--- config.mk ---
export PLATFORM = sky130hd
export DESIGN_NAME = exc_irq_ctrl
export DESIGN_NICKNAME = d
export VERILOG_FILES = /design/src/rtl/exc_pkg.sv /design/src/rtl/irq_prio_enc.sv /design/src/rtl/exc_irq_ctrl.sv
export SDC_FILE = /design/constraint.sdc
export NUM_CORES = 1
export LEC_CHECK = 0
export CAP_MARGIN = 10
export CORE_MARGIN = 2
export CORE_UTILIZATION = 37
export CTS_CLUSTER_SIZE = 28
export DETAILED_ROUTE_END_ITERATION = 8
export PLACE_DENSITY = 0.76
export SYNTH_ARGS = -nofsm -noshare
export SYNTH_HDL_FRONTEND = slang
export SYNTH_HIERARCHICAL = 1
export SYNTH_SLANG_ARGS = --single-unit
--- constraint.sdc ---
create_clock -name clk -period 1.45 [get_ports clk]
set_clock_uncertainty 0.05 [all_clocks]
set_input_delay 0.435 -clock clk [delete_from_list [all_inputs] [get_ports clk]]
set_output_delay 0.435 -clock clk [all_outputs]
set_load 0.02 [all_outputs]
--- src/rtl/exc_pkg.sv ---
// Shared types and cause encodings for the exception / interrupt controller.
// The cause helper keeps the IRQ code mapping in one place.
package exc_pkg;

  typedef enum logic [1:0] {
    ST_IDLE    = 2'd0,
    ST_REQ     = 2'd1,
    ST_HANDLER = 2'd2
  } state_e;

  localparam logic [3:0] ES_NONE     = 4'b0000;
  localparam logic [3:0] ES_IRQ0     = 4'b0001;
  localparam logic [3:0] ES_INVALID  = 4'b0010;
  localparam logic [3:0] ES_IRQ_BASE = 4'b1000;

  // Channel 0 has its own code because 1000 would collide with the base pattern.
  function automatic logic [3:0] irq_cause(input logic [2:0] ch);
    if (ch == 3'd0) begin
      return ES_IRQ0;
    end
    return ES_IRQ_BASE | {1'b0, ch};
  endfunction

endpackage

--- src/rtl/irq_prio_enc.sv ---
// Fixed-priority encoder: reports whether any request is set and the
// index of the lowest-numbered one.
module irq_prio_enc #(
  parameter int NUM_IRQ = 4
) (
  input  logic [NUM_IRQ-1:0] req,
  output logic               valid,
  output logic [2:0]         idx
);

  // NOTE: every output of a combinational block gets a default first so no
  // path leaves it unassigned, which is what would otherwise infer a latch.
  always_comb begin
    valid = |req;
    idx   = 3'd0;
    // Scan downward so the last hit written is the lowest index.
    for (int i = NUM_IRQ - 1; i >= 0; i--) begin
      if (req[i]) begin
        idx = 3'(i);
      end
    end
  end

endmodule

--- src/rtl/exc_irq_ctrl.sv ---
// Exception / external interrupt controller: latches IRQ edges, arbitrates
// against invalid-opcode traps and hands one non-nesting exception to the pipeline.
module exc_irq_ctrl
  import exc_pkg::*;
#(
  parameter int NUM_IRQ = 4,
  parameter int PC_W    = 64
) (
  input  logic               clk,
  input  logic               Reset,
  input  logic [NUM_IRQ-1:0] ExtIRQ,
  input  logic [NUM_IRQ-1:0] IrqMask,
  input  logic               NotAnInstr,
  input  logic               ERet,
  input  logic               ExcAck,
  input  logic [PC_W-1:0]    Pc,
  output logic               Exc,
  output logic [3:0]         EStatus,
  output logic [NUM_IRQ-1:0] ExtIAck,
  output logic [PC_W-1:0]    Elr,
  output logic               InHandler,
  output logic               DoubleFault
);

  state_e             state_q, state_d;
  logic [NUM_IRQ-1:0] pending_q, pending_d;
  logic [NUM_IRQ-1:0] irq_hist_q;
  logic               armed_q;
  logic [3:0]         estatus_q, estatus_d;
  logic [2:0]         ch_q, ch_d;
  logic [PC_W-1:0]    elr_q, elr_d;
  logic               dfault_q, dfault_d;

  logic [NUM_IRQ-1:0] irq_rise;
  logic [NUM_IRQ-1:0] eligible;
  logic [NUM_IRQ-1:0] ack_vec;
  logic               ack_fire;
  logic               win_valid;
  logic [2:0]         win_idx;

  // Edge detection is disarmed for the first cycle after reset so lines
  // already high at release load the history instead of counting as edges.
  assign irq_rise = ExtIRQ & ~irq_hist_q & {NUM_IRQ{armed_q}};
  assign eligible = pending_q & ~IrqMask;

  irq_prio_enc #(
    .NUM_IRQ (NUM_IRQ)
  ) u_prio (
    .req   (eligible),
    .valid (win_valid),
    .idx   (win_idx)
  );

  assign ack_fire = (state_q == ST_REQ) && ExcAck && !Reset;
  assign ack_vec  = (ack_fire && (estatus_q != ES_INVALID))
                    ? (NUM_IRQ'(1) << ch_q) : '0;

  // Clearing the acknowledged channel first lets a fresh edge re-set it.
  assign pending_d = (pending_q & ~ack_vec) | irq_rise;

  always_comb begin
    state_d   = state_q;
    estatus_d = estatus_q;
    ch_d      = ch_q;
    elr_d     = elr_q;
    dfault_d  = dfault_q;

    unique case (state_q)
      ST_IDLE: begin
        if (NotAnInstr) begin
          state_d   = ST_REQ;
          estatus_d = ES_INVALID;
        end else if (win_valid) begin
          state_d   = ST_REQ;
          estatus_d = irq_cause(win_idx);
          ch_d      = win_idx;
        end
      end
      ST_REQ: begin
        if (ExcAck) begin
          state_d = ST_HANDLER;
          elr_d   = Pc;
        end
      end
      ST_HANDLER: begin
        if (NotAnInstr) begin
          dfault_d = 1'b1;
        end
        if (ERet) begin
          state_d   = ST_IDLE;
          estatus_d = ES_NONE;
        end
      end
      default: begin
        state_d = ST_IDLE;
      end
    endcase
  end

  // NOTE: state registers use non-blocking assignments so every flop samples
  // the pre-edge values, independent of statement order.
  always_ff @(posedge clk) begin
    if (Reset) begin
      state_q    <= ST_IDLE;
      pending_q  <= '0;
      irq_hist_q <= '0;
      armed_q    <= 1'b0;
      estatus_q  <= ES_NONE;
      ch_q       <= 3'd0;
      elr_q      <= '0;
      dfault_q   <= 1'b0;
    end else begin
      state_q    <= state_d;
      pending_q  <= pending_d;
      irq_hist_q <= ExtIRQ;
      armed_q    <= 1'b1;
      estatus_q  <= estatus_d;
      ch_q       <= ch_d;
      elr_q      <= elr_d;
      dfault_q   <= dfault_d;
    end
  end

  assign Exc         = (state_q == ST_REQ);
  assign InHandler   = (state_q == ST_HANDLER);
  assign EStatus     = estatus_q;
  assign ExtIAck     = ack_vec;
  assign Elr         = elr_q;
  assign DoubleFault = dfault_q;

endmodule
==> results of run 1 <==
-- stage by stage --
| stage | cells | setup WS (ps) | cell area, um2 | util, % | total power, W |
|---|---|---|---|---|---|
| after floorplan | 374 | -141 | 3330 | - | 0.00308 |
| after global placement | 634 | -1010 | 4960 | 57.2 | 0.00357 |
| after detailed placement | 634 | -1040 | 4960 | 57.2 | 0.00358 |
| after CTS | 674 | -601 | 5820 | 67.1 | 0.00568 |
| after global routing | 675 | -664 | 6040 | 69.6 | 0.00600 |
| final | 675 | -603 | 6040 | 69.6 | 0.00577 |
-- logic make-up after synthesis --
logic type	count (synthesis)	synth area share, %
compound gates	76	16.3
other cells	1	0.113
flops	83	50.2
buf+inv	30	7.07
simple gates	178	24.5
mux	6	1.81
-- path summary, 6_finish.rpt --
kind | slack (ps) | cells past startpoint | from | to
max | -600 | 3 | EStatus[3] | ExtIAck[3]
min | 410 | 2 | Elr[27] | Elr[27]
max reg2reg | -220 | 10 | state_q[1] | Elr[45]
min reg2reg | 410 | 2 | Elr[27] | Elr[27]
-- power by group --
| part | internal, W | switching [W] |
|---|---|---|
| clock network | 0.000974 | 0.000823 |
| logic | 0.000746 | 0.000701 |
| registers | 0.00241 | 0.000110 |
| total | 0.00413 | 0.00163 |
-- worst min-delay path, delay by kind of cell, from the launching register on --
kind	cells	cell delay, ps
flops	1	340
simple gates	1	60
compound gates	1	40
-- cell usage after synthesis (4+ instances only) --
cell type,count,share of area [%]
sky130_fd_sc_hd__mux2i_1,6,1.8
sky130_fd_sc_hd__buf_4,8,1.8
sky130_fd_sc_hd__a21oi_1,35,5.3
sky130_fd_sc_hd__inv_1,5,0.57
sky130_fd_sc_hd__nand2_2,10,1.9
sky130_fd_sc_hd__buf_8,4,1.8
sky130_fd_sc_hd__buf_2,5,0.76
sky130_fd_sc_hd__a21oi_2,32,8.5
sky130_fd_sc_hd__clkbuf_1,4,0.45
sky130_fd_sc_hd__nor2_1,11,1.2
sky130_fd_sc_hd__nand2_1,124,14
sky130_fd_sc_hd__dfxtp_1,83,50
sky130_fd_sc_hd__nor2b_1,16,3.0
-- final cells by class --
class,count,area [um2]
clock buffers,12,135
clock inverters,4,75.1
fillers,668,2640
inverters,6,22.5
multi-input cells,261,2080
flip-flops and latches,83,1690
well taps,108,135
repair buffers,201,1900
-- layer usage --
layer  GRT usage [%]  up-vias
met1            26.1     1543
met3            6.38       20
met2            39.9      123
met4            7.80        0
li1                -     1607
met5               0        -
-- sequential cells by signal (all words and copies together), names as in the netlist --
name,cells
DoubleFault,1
armed_q,1
state_q,2
irq_hist_q,4
ch_q,3
Elr,64
EStatus,4
pending_q,4
-- timing repair --
action,CTS,global route
buffers inserted,16,5
gates cloned,10,0
pin swaps,113,34
setup endpoints to repair,151,109
gates resized for setup,474,87
hold endpoints to repair,0,0
==> implementation parameters, run 1 <==
Parameter                              Value

Setup path
  Total buffers and inverters traversed by the critical path ... 1
  Launching element type of the critical path ... flop
  Category of the worst setup path capture point ... output port
  CP Class ... flop to output port
  Maximum fanout encountered on the critical timing path ... 4
  Top cell family by delay on the critical path ... simple AND/OR/NAND/NOR gates
  Worst path max stage delay ... 560 ps
  CP cell instances ... or4b_4, and4_4, buf_6
  Data arrival time of the critical path ... 1570 ps
  Crit path max-delay cell type ... sky130_fd_sc_hd__or4b_4
  Req. time, crit path ... 970 ps

Final layout
  Area growth syn-to-layout ... 82.6%
  Commonest non-fill, non-tap cell in the layout ... sky130_fd_sc_hd__clkdlybuf4s50_1
  Antenna diode instance count ... 0
  Layout cell share with drive strength beyond 1 ... 56.4%
  Number of nets in the layout ... 639
  Most frequent cells in the layout ... sky130_fd_sc_hd__clkdlybuf4s50_1, sky130_fd_sc_hd__a21oi_2, sky130_fd_sc_hd__nand2_4

Worst hold path
  Hold WC Path Type ... flop to flop

Clocking
  Number of buffers inserted during clock tree synthesis ... 9
  Quantity of hold-fixing buffers added after cts ... 0
  CTS H-Tree Depth ... 3
  Number of clock sinks ... 83
  Reg clk slew, reported paths ... about 90 ps
  Clock tree from TritonCTS ... yes
  Insertion delay to the later sink of the worst-skew pair ... 350 ps
  Clock Tree Buf Depth ... 2
  Clock Root Buffer ... sky130_fd_sc_hd__clkbuf_8

Route
  First-iteration detailed-routing DRC count ... 56
  Via count ... 3293
  Routed wire per std cell ... approximately 16 um
  Number of iterations in the first detailed-routing pass ... 4
  Residual DRC ... 0
  Met2 routed wirelength ... 5.67 mm
  Wire length reported by the detailed router ... 10.9 mm
  Number of routed nets with antenna violations ... 0
  Met3 wire length ... between 600 and 700 um
  Wire length on met1 ... 4.35 mm
  Top Layer Used ... met4
  Drt via density ... 4.88

Logic synthesis
  Distinct cells, synth ... 37
  Post-synth net total ... 451
  EDFF count, synth ... 0
  Seq/Total Area, Yosys ... around half
  Total number of yosys warnings ... 6
  Synth Cell Area ... 0.00331 mm2
  Synth Instances ... 374
  Commonest register cell after synthesis ... sky130_fd_sc_hd__dfxtp_1
  Synthesized flop and latch total ... 83
  Synthesized area per cell ... ~9 um2
  Async set-or-reset flop fraction in the synthesized netlist ... 0%

Outcome
  Failing checks ... negative setup slack
  Run status ... finished, violations left

Pwr
  Largest vdd supply drop ... 0.589 mV
  Leakage ... 2.47 nW
  Power density normalized to cell area ... 954 mW/mm2

Timing
  Slew headroom ... 65.7%
  Transition time of the tightest slew-check pin ... 514 ps
  Final setup margin ... -603 ps
  Minimum clock period after layout ... 2050 ps
  Setup repair after global routing missed its margin ... yes
  Final number of setup-violating endpoints ... slightly below 80
  Max Slew Vio Count ... 0
  Total negative setup slack ... -11480 ps
  Post-route worst hold slack ... between 400 and 500 ps
  Number of hold violations in the final report ... 0
  Fin crit share ... 142%
  Achievable Freq ... 487 MHz

Global route
  Wire length of the first global-routing pass ... between 15 and 20 mm
  All-layer global routing usage ... a little under a quarter
  Largest net degree at the start of global routing ... 78
  Grt ovf ... 0
  Number of global-route vias before repair ... 3497
  Number of antenna violations at the first check in global routing ... 0

Floorplanning
  Core Footprint ... 0.00868 mm2
  Floorplan die height ... slightly below 100 um
  Cell Rows ... 34
  Starting Density ... about two fifths
  Area of the die ... approximately 0.01 mm2
  Number of ports placed on the die boundary ... 152
  Horizontal die dimension ... between 90 and 100 um

Run
  MaxCap Viol Count ... 0

Placement
  Final estimated routing congestion in global placement ... 0.770
  Count of buffers from port buffering ... 151
  HPWL Detailed ... approximately 6.3 mm
(Power assumes the default switching activity.)
==> inputs of run 2 (changes only) <==
--- a/config.mk
+++ b/config.mk
@@ -8,6 +8,7 @@
 export CAP_MARGIN = 10
 export CORE_MARGIN = 2
 export CORE_UTILIZATION = 37
+export CTS_BUF_LIST = sky130_fd_sc_hd__clkbuf_16
 export CTS_CLUSTER_SIZE = 28
 export DETAILED_ROUTE_END_ITERATION = 8
 export PLACE_DENSITY = 0.76
==> implementation parameters, run 2 (synthesis gave the netlist of run 1 again) <==
Parameter                              Value

Run
  MaxCap Viol Count ... 0

Setup path
  CP Class ... flop to output port
  Maximum fanout encountered on the critical timing path ... 4
  Req. time, crit path ... 970 ps
  Category of the worst setup path capture point ... output port
  Launching element type of the critical path ... flop
  Reg-to-Reg Start ... EStatus[3]
  Start point of the critical path ... EStatus[3]
  Data arrival time of the critical path ... 1560 ps

Final layout
  Fill count ... 712
  Layout cell share with drive strength beyond 1 ... about 36%
  Final cell count without fillers ... about 670
  Antenna diode instance count ... 0
  Post-route cell area ... 0.00554 mm2
  Number of nets in the layout ... 629
  Area growth syn-to-layout ... 67.5%
  Most frequent cells in the layout ... sky130_fd_sc_hd__nand2_1, sky130_fd_sc_hd__dfxtp_1, sky130_fd_sc_hd__clkdlybuf4s50_1
  Flip-flop count of the largest register after layout ... 64
  Final Core Density ... a little under two thirds
  Commonest non-fill, non-tap cell in the layout ... sky130_fd_sc_hd__nand2_1

Placement
  HPWL Detailed ... 6.27 mm
  Count of buffers from port buffering ... ~150
  Placed cell area ... between 0.004 and 0.005 mm2
  Final estimated routing congestion in global placement ... ~0.77
  Cells after DPL ... 634

Clocking
  Reg clk slew, reported paths ... 60 ps
  Clock Tree Buf Depth ... 2
  Clock tree from TritonCTS ... yes
  Number of buffers inserted during clock tree synthesis ... 9
  CTS H-Tree Depth ... 3
  Number of clock sinks ... between 80 and 90
  Insertion delay to the later sink of the worst-skew pair ... 330 ps
  Clock Root Buffer ... sky130_fd_sc_hd__clkbuf_16

Route
  First-iteration detailed-routing DRC count ... slightly above 70
  Residual DRC ... 0
  Routed wire per std cell ... between 10 and 15 um
  Number of routed nets with antenna violations ... 0
  Number of iterations in the first detailed-routing pass ... 6
  Drt via density ... 4.71
  Via count ... between 3000 and 4000
  Wire length reported by the detailed router ... ~9.5 mm

Global route
  All-layer global routing usage ... between 10% and 20%
  Wire length of the first global-routing pass ... 14.9 mm
  Number of global-route vias before repair ... 3151
  Number of antenna violations at the first check in global routing ... 0
  Grt ovf ... 0
  Largest net degree at the start of global routing ... 78

Floorplanning
  Core Footprint ... between 0.008 and 0.009 mm2
  Starting Density ... a little under two fifths
  Area of the die ... 0.00972 mm2
  Horizontal die dimension ... 98.6 um
  Number of ports placed on the die boundary ... 152
  Cell Rows ... 34
  Floorplan die height ... between 90 and 100 um

Timing
  Setup repair after global routing missed its margin ... yes
  Max Slew Vio Count ... 0
  Minimum clock period after layout ... 2050 ps
  Final setup margin ... -597 ps
  Achievable Freq ... 489 MHz
  Number of hold violations in the final report ... 0
  Final number of setup-violating endpoints ... 12
  Fin crit share ... 141%

Outcome
  Run status ... finished, violations left
  Failing checks ... negative setup slack

Pwr
  Largest vdd supply drop ... 0.658 mV
  Leakage ... 2.10 nW
  Power density normalized to cell area ... 1070 mW/mm2

Worst hold path
  Origin of the worst min-delay path ... Elr[54]
  Hold WC Path Type ... flop to flop
-- run 2: repair_timing --
item | CTS | global route
resized for setup | 274 | 38
setup endpoints to repair | 151 | 89
hold buffers | 0 | 0
endpoints found under the hold margin | 0 | 0
pin swaps | 13 | 13
gates cloned | 0 | 1
setup buffers | 9 | 10
-- run 2: worst max-delay path, stage by stage (launching register included) --
cell,delay [ps]
sky130_fd_sc_hd__dfxtp_2,320
sky130_fd_sc_hd__or4b_4,560
sky130_fd_sc_hd__nand4_1,190
sky130_fd_sc_hd__inv_2,50
sky130_fd_sc_hd__buf_6,120
-- run 2: cell type report --
class | instances | area [um2] | share of cell area (%)
clock buffers | 9 | 225 | 4.06
clock inverters | 7 | 86.3 | 1.56
inverters | 6 | 22.5 | 0.406
multi-input cells | 261 | 1510 | 27.2
flip-flops and latches | 83 | 1670 | 30.2
well taps | 108 | 135 | 2.44
repair buffers | 191 | 1890 | 34.1
-- run 2: per-stage QoR --
| step | TNS, ps | setup WS [ps] | power [W] | hold WS [ps] |
|---|---|---|---|---|
| global placement | -41280 | -1010 | 0.00357 | 392 |
| finish | -2760 | -597 | 0.00596 | 403 |
| detailed placement | -42610 | -1040 | 0.00358 | 397 |
| global route | -4810 | -679 | 0.00620 | 420 |
| CTS | -2920 | -569 | 0.00595 | 406 |
| floorplan | -548 | -141 | 0.00308 | 386 |
-- run 2: path summary, 6_finish.rpt --
kind / endpoint / slack [ps] / depth (start not counted)
setup / recovery: ExtIAck[2] / -600 / 4
hold / removal: Elr[54] / 400 / 2
hold reg to reg: Elr[54] / 400 / 2
setup reg to reg: pending_q[3] / -50 / 5
-- run 2: power breakdown --
part	switching [W]	internal, W	total (W)
Sequential	0.0000631	0.00241	0.00247
Clock	0.000863	0.00149	0.00235
Combinational	0.000555	0.000575	0.00113
-- run 2: per-layer routing --
metal	track usage [%]	vias up	part of all wire [%]
met4	6.43	0	1.7
met5	0	-	0
met2	32.2	101	50
met1	22.8	1443	42
met3	5.46	14	6.3
li1	-	1574	-
==> inputs of run 3 (changes only) <==
--- a/config.mk
+++ b/config.mk
@@ -6,7 +6,7 @@
 export NUM_CORES = 1
 export LEC_CHECK = 0
 export CAP_MARGIN = 10
-export CORE_MARGIN = 2
+export CORE_MARGIN = 3
 export CORE_UTILIZATION = 37
 export CTS_BUF_LIST = sky130_fd_sc_hd__clkbuf_16
 export CTS_CLUSTER_SIZE = 28
==> implementation parameters, run 3 (synthesis gave the netlist of run 1 again) <==
Parameter                              Value

Floorplanning
  Starting Density ... approximately two fifths
  Cell Rows ... 33
  Horizontal die dimension ... roughly 100 um
  Floorplan die height ... between 100 and 150 um
  Number of ports placed on the die boundary ... 152
  Core Footprint ... 0.00846 mm2
  Area of the die ... 0.0101 mm2

Pwr
  Largest vdd supply drop ... 0.557 mV
  Leakage ... 2.06 nW
  Power density normalized to cell area ... ~1100 mW/mm2
  Total power ... 0.00576 W

Worst hold path
  Hold WC Path Type ... flop to flop

Setup path
  Req. time, crit path ... 970 ps
  Worst path max stage delay ... around 560 ps
  Category of the worst setup path capture point ... output port
  Reg-to-Reg Start ... pending_q[1]
  End point of the critical path ... ExtIAck[0]
  Data arrival time of the critical path ... ~1500 ps
  CP cell instances ... or4b_4, nand4_1, inv_2, buf_6
  Start point of the critical path ... EStatus[2]
  Maximum fanout encountered on the critical timing path ... 4
  CP Class ... flop to output port
  Depth of the worst register-to-register path ... 6
  Crit path max-delay cell type ... sky130_fd_sc_hd__or4b_4
  R2R Setup Slk ... -60 ps
  Launching element type of the critical path ... flop
  Endpoint of the most critical register-to-register path ... ch_q[2]

Placement
  HPWL Detailed ... ~6.6 mm
  Final estimated routing congestion in global placement ... 0.831
  Count of buffers from port buffering ... 151
  Placed cell area ... 0.00498 mm2
  Setup slack after placement ... -1060 ps

Clocking
  CTS H-Tree Depth ... 3
  Insertion delay to the later sink of the worst-skew pair ... 320 ps
  Reg clk slew, reported paths ... 60 ps
  Number of buffers inserted during clock tree synthesis ... 9
  Clock Tree Buf Depth ... 2
  Clock tree from TritonCTS ... yes
  Number of clock sinks ... between 80 and 90
  Clock Root Buffer ... sky130_fd_sc_hd__clkbuf_16

Final layout
  Number of nets in the layout ... around 630
  Layout cell share with drive strength beyond 1 ... 36.2%
  Final Core Density ... 64.2%
  Fill count ... roughly 730
  Antenna diode instance count ... 0
  Commonest non-fill, non-tap cell in the layout ... sky130_fd_sc_hd__nand2_1
  Post-route cell area ... 0.00543 mm2
  Flip-flop count of the largest register after layout ... 64
  Most frequent cells in the layout ... sky130_fd_sc_hd__nand2_1, sky130_fd_sc_hd__dfxtp_1, sky130_fd_sc_hd__clkdlybuf4s50_1
  Area growth syn-to-layout ... 64.1%

Run
  MaxCap Viol Count ... 0

Global route
  Number of global-route vias before repair ... 3145
  Grt ovf ... 0
  All-layer global routing usage ... roughly a fifth
  Largest net degree at the start of global routing ... between 70 and 80
  Wire length of the first global-routing pass ... 15.1 mm
  Number of antenna violations at the first check in global routing ... 0

Route
  Number of routed nets with antenna violations ... 0
  Number of iterations in the first detailed-routing pass ... 4
  Wire length on met1 ... roughly 4 mm
  Residual DRC ... 0
  Met3 wire length ... 632 um
  Routed wire per std cell ... 14.7 um
  Drt via density ... 4.76
  Wire length reported by the detailed router ... 9.63 mm
  First-iteration detailed-routing DRC count ... around 130
  Top Layer Used ... met4
  Via count ... 3129
  Met2 routed wirelength ... between 4 and 5 mm

Outcome
  Run status ... finished, violations left
  Failing checks ... negative setup slack

Timing
  Max Slew Vio Count ... 0
  Fin crit share ... 140%
  Final setup margin ... -575 ps
  Achievable Freq ... 494 MHz
  Setup repair after global routing missed its margin ... yes
  Number of hold violations in the final report ... 0
  Final number of setup-violating endpoints ... 11
  Minimum clock period after layout ... 2020 ps
## run 3: cell count changes in the layout (fill, tap and decap cells not counted), moves of 2 or more
cell | before | now
sky130_fd_sc_hd__buf_2 | 14 | 22
sky130_fd_sc_hd__clkdlybuf4s15_2 | 52 | 47
sky130_fd_sc_hd__buf_4 | 28 | 25
sky130_fd_sc_hd__inv_1 | 4 | 1
sky130_fd_sc_hd__buf_6 | 16 | 14
sky130_fd_sc_hd__clkbuf_2 | 2 | 0
sky130_fd_sc_hd__clkinv_2 | 0 | 2
## run 3: power breakdown
group	internal, W	switching, W	leakage, nW
clock	0.00131	0.000861	0.138
combinational	0.000563	0.000552	1.24
sequential	0.00241	0.0000647	0.680
## run 3: worst min path at each step
stage,from,end,slack (ps),cells past startpoint
CTS,Elr[60],Elr[60],410,2
floorplan,pending_q[3],pending_q[3],390,2
global route,Elr[62],Elr[62],430,2
finish,Elr[50],Elr[50],410,2
global placement,Elr[53],Elr[53],390,2
detailed placement,Elr[45],Elr[45],400,2
## run 3: final cells by class
type	instances	area [um2]	area share, %
tap	105	131	2.42
inverter	6	22.5	0.415
sequential	83	1680	30.8
clock inverter	6	58.8	1.08
timing repair buffer	187	1820	33.5
multi-input combinational	261	1500	27.6
clock buffer	9	225	4.15
## run 3: timing repair
item / CTS / global route
hold buffers: 0 / 0
setup buffers: 6 / 9
endpoints found under the setup margin: 152 / 90
resized for setup: 283 / 31
pin swaps: 11 / 8
cloned: 0 / 1
hold endpoints to repair: 0 / 0
## run 3: worst max-delay path: cells and delay by family (launching register included)
kind	cells	cell delay, ps
and+or+nand+nor	2	720
DFF	1	320
buffers and inverters	2	170
## run 3: metal layers
metal / GRT usage [%] / vias up
li1: - / 1560
met1: 21.9 / 1448
met2: 32.2 / 103
met3: 5.81 / 18
met4: 6.42 / 0
met5: 0 / -
## run 3: metrics by stage
stage	hold slack, ps	instances	TNS, ps
floorplan	386	374	-548
finish	406	657	-2960
detailed placement	397	633	-42930
global placement	392	633	-40080
global route	430	657	-3910
CTS	407	651	-2780
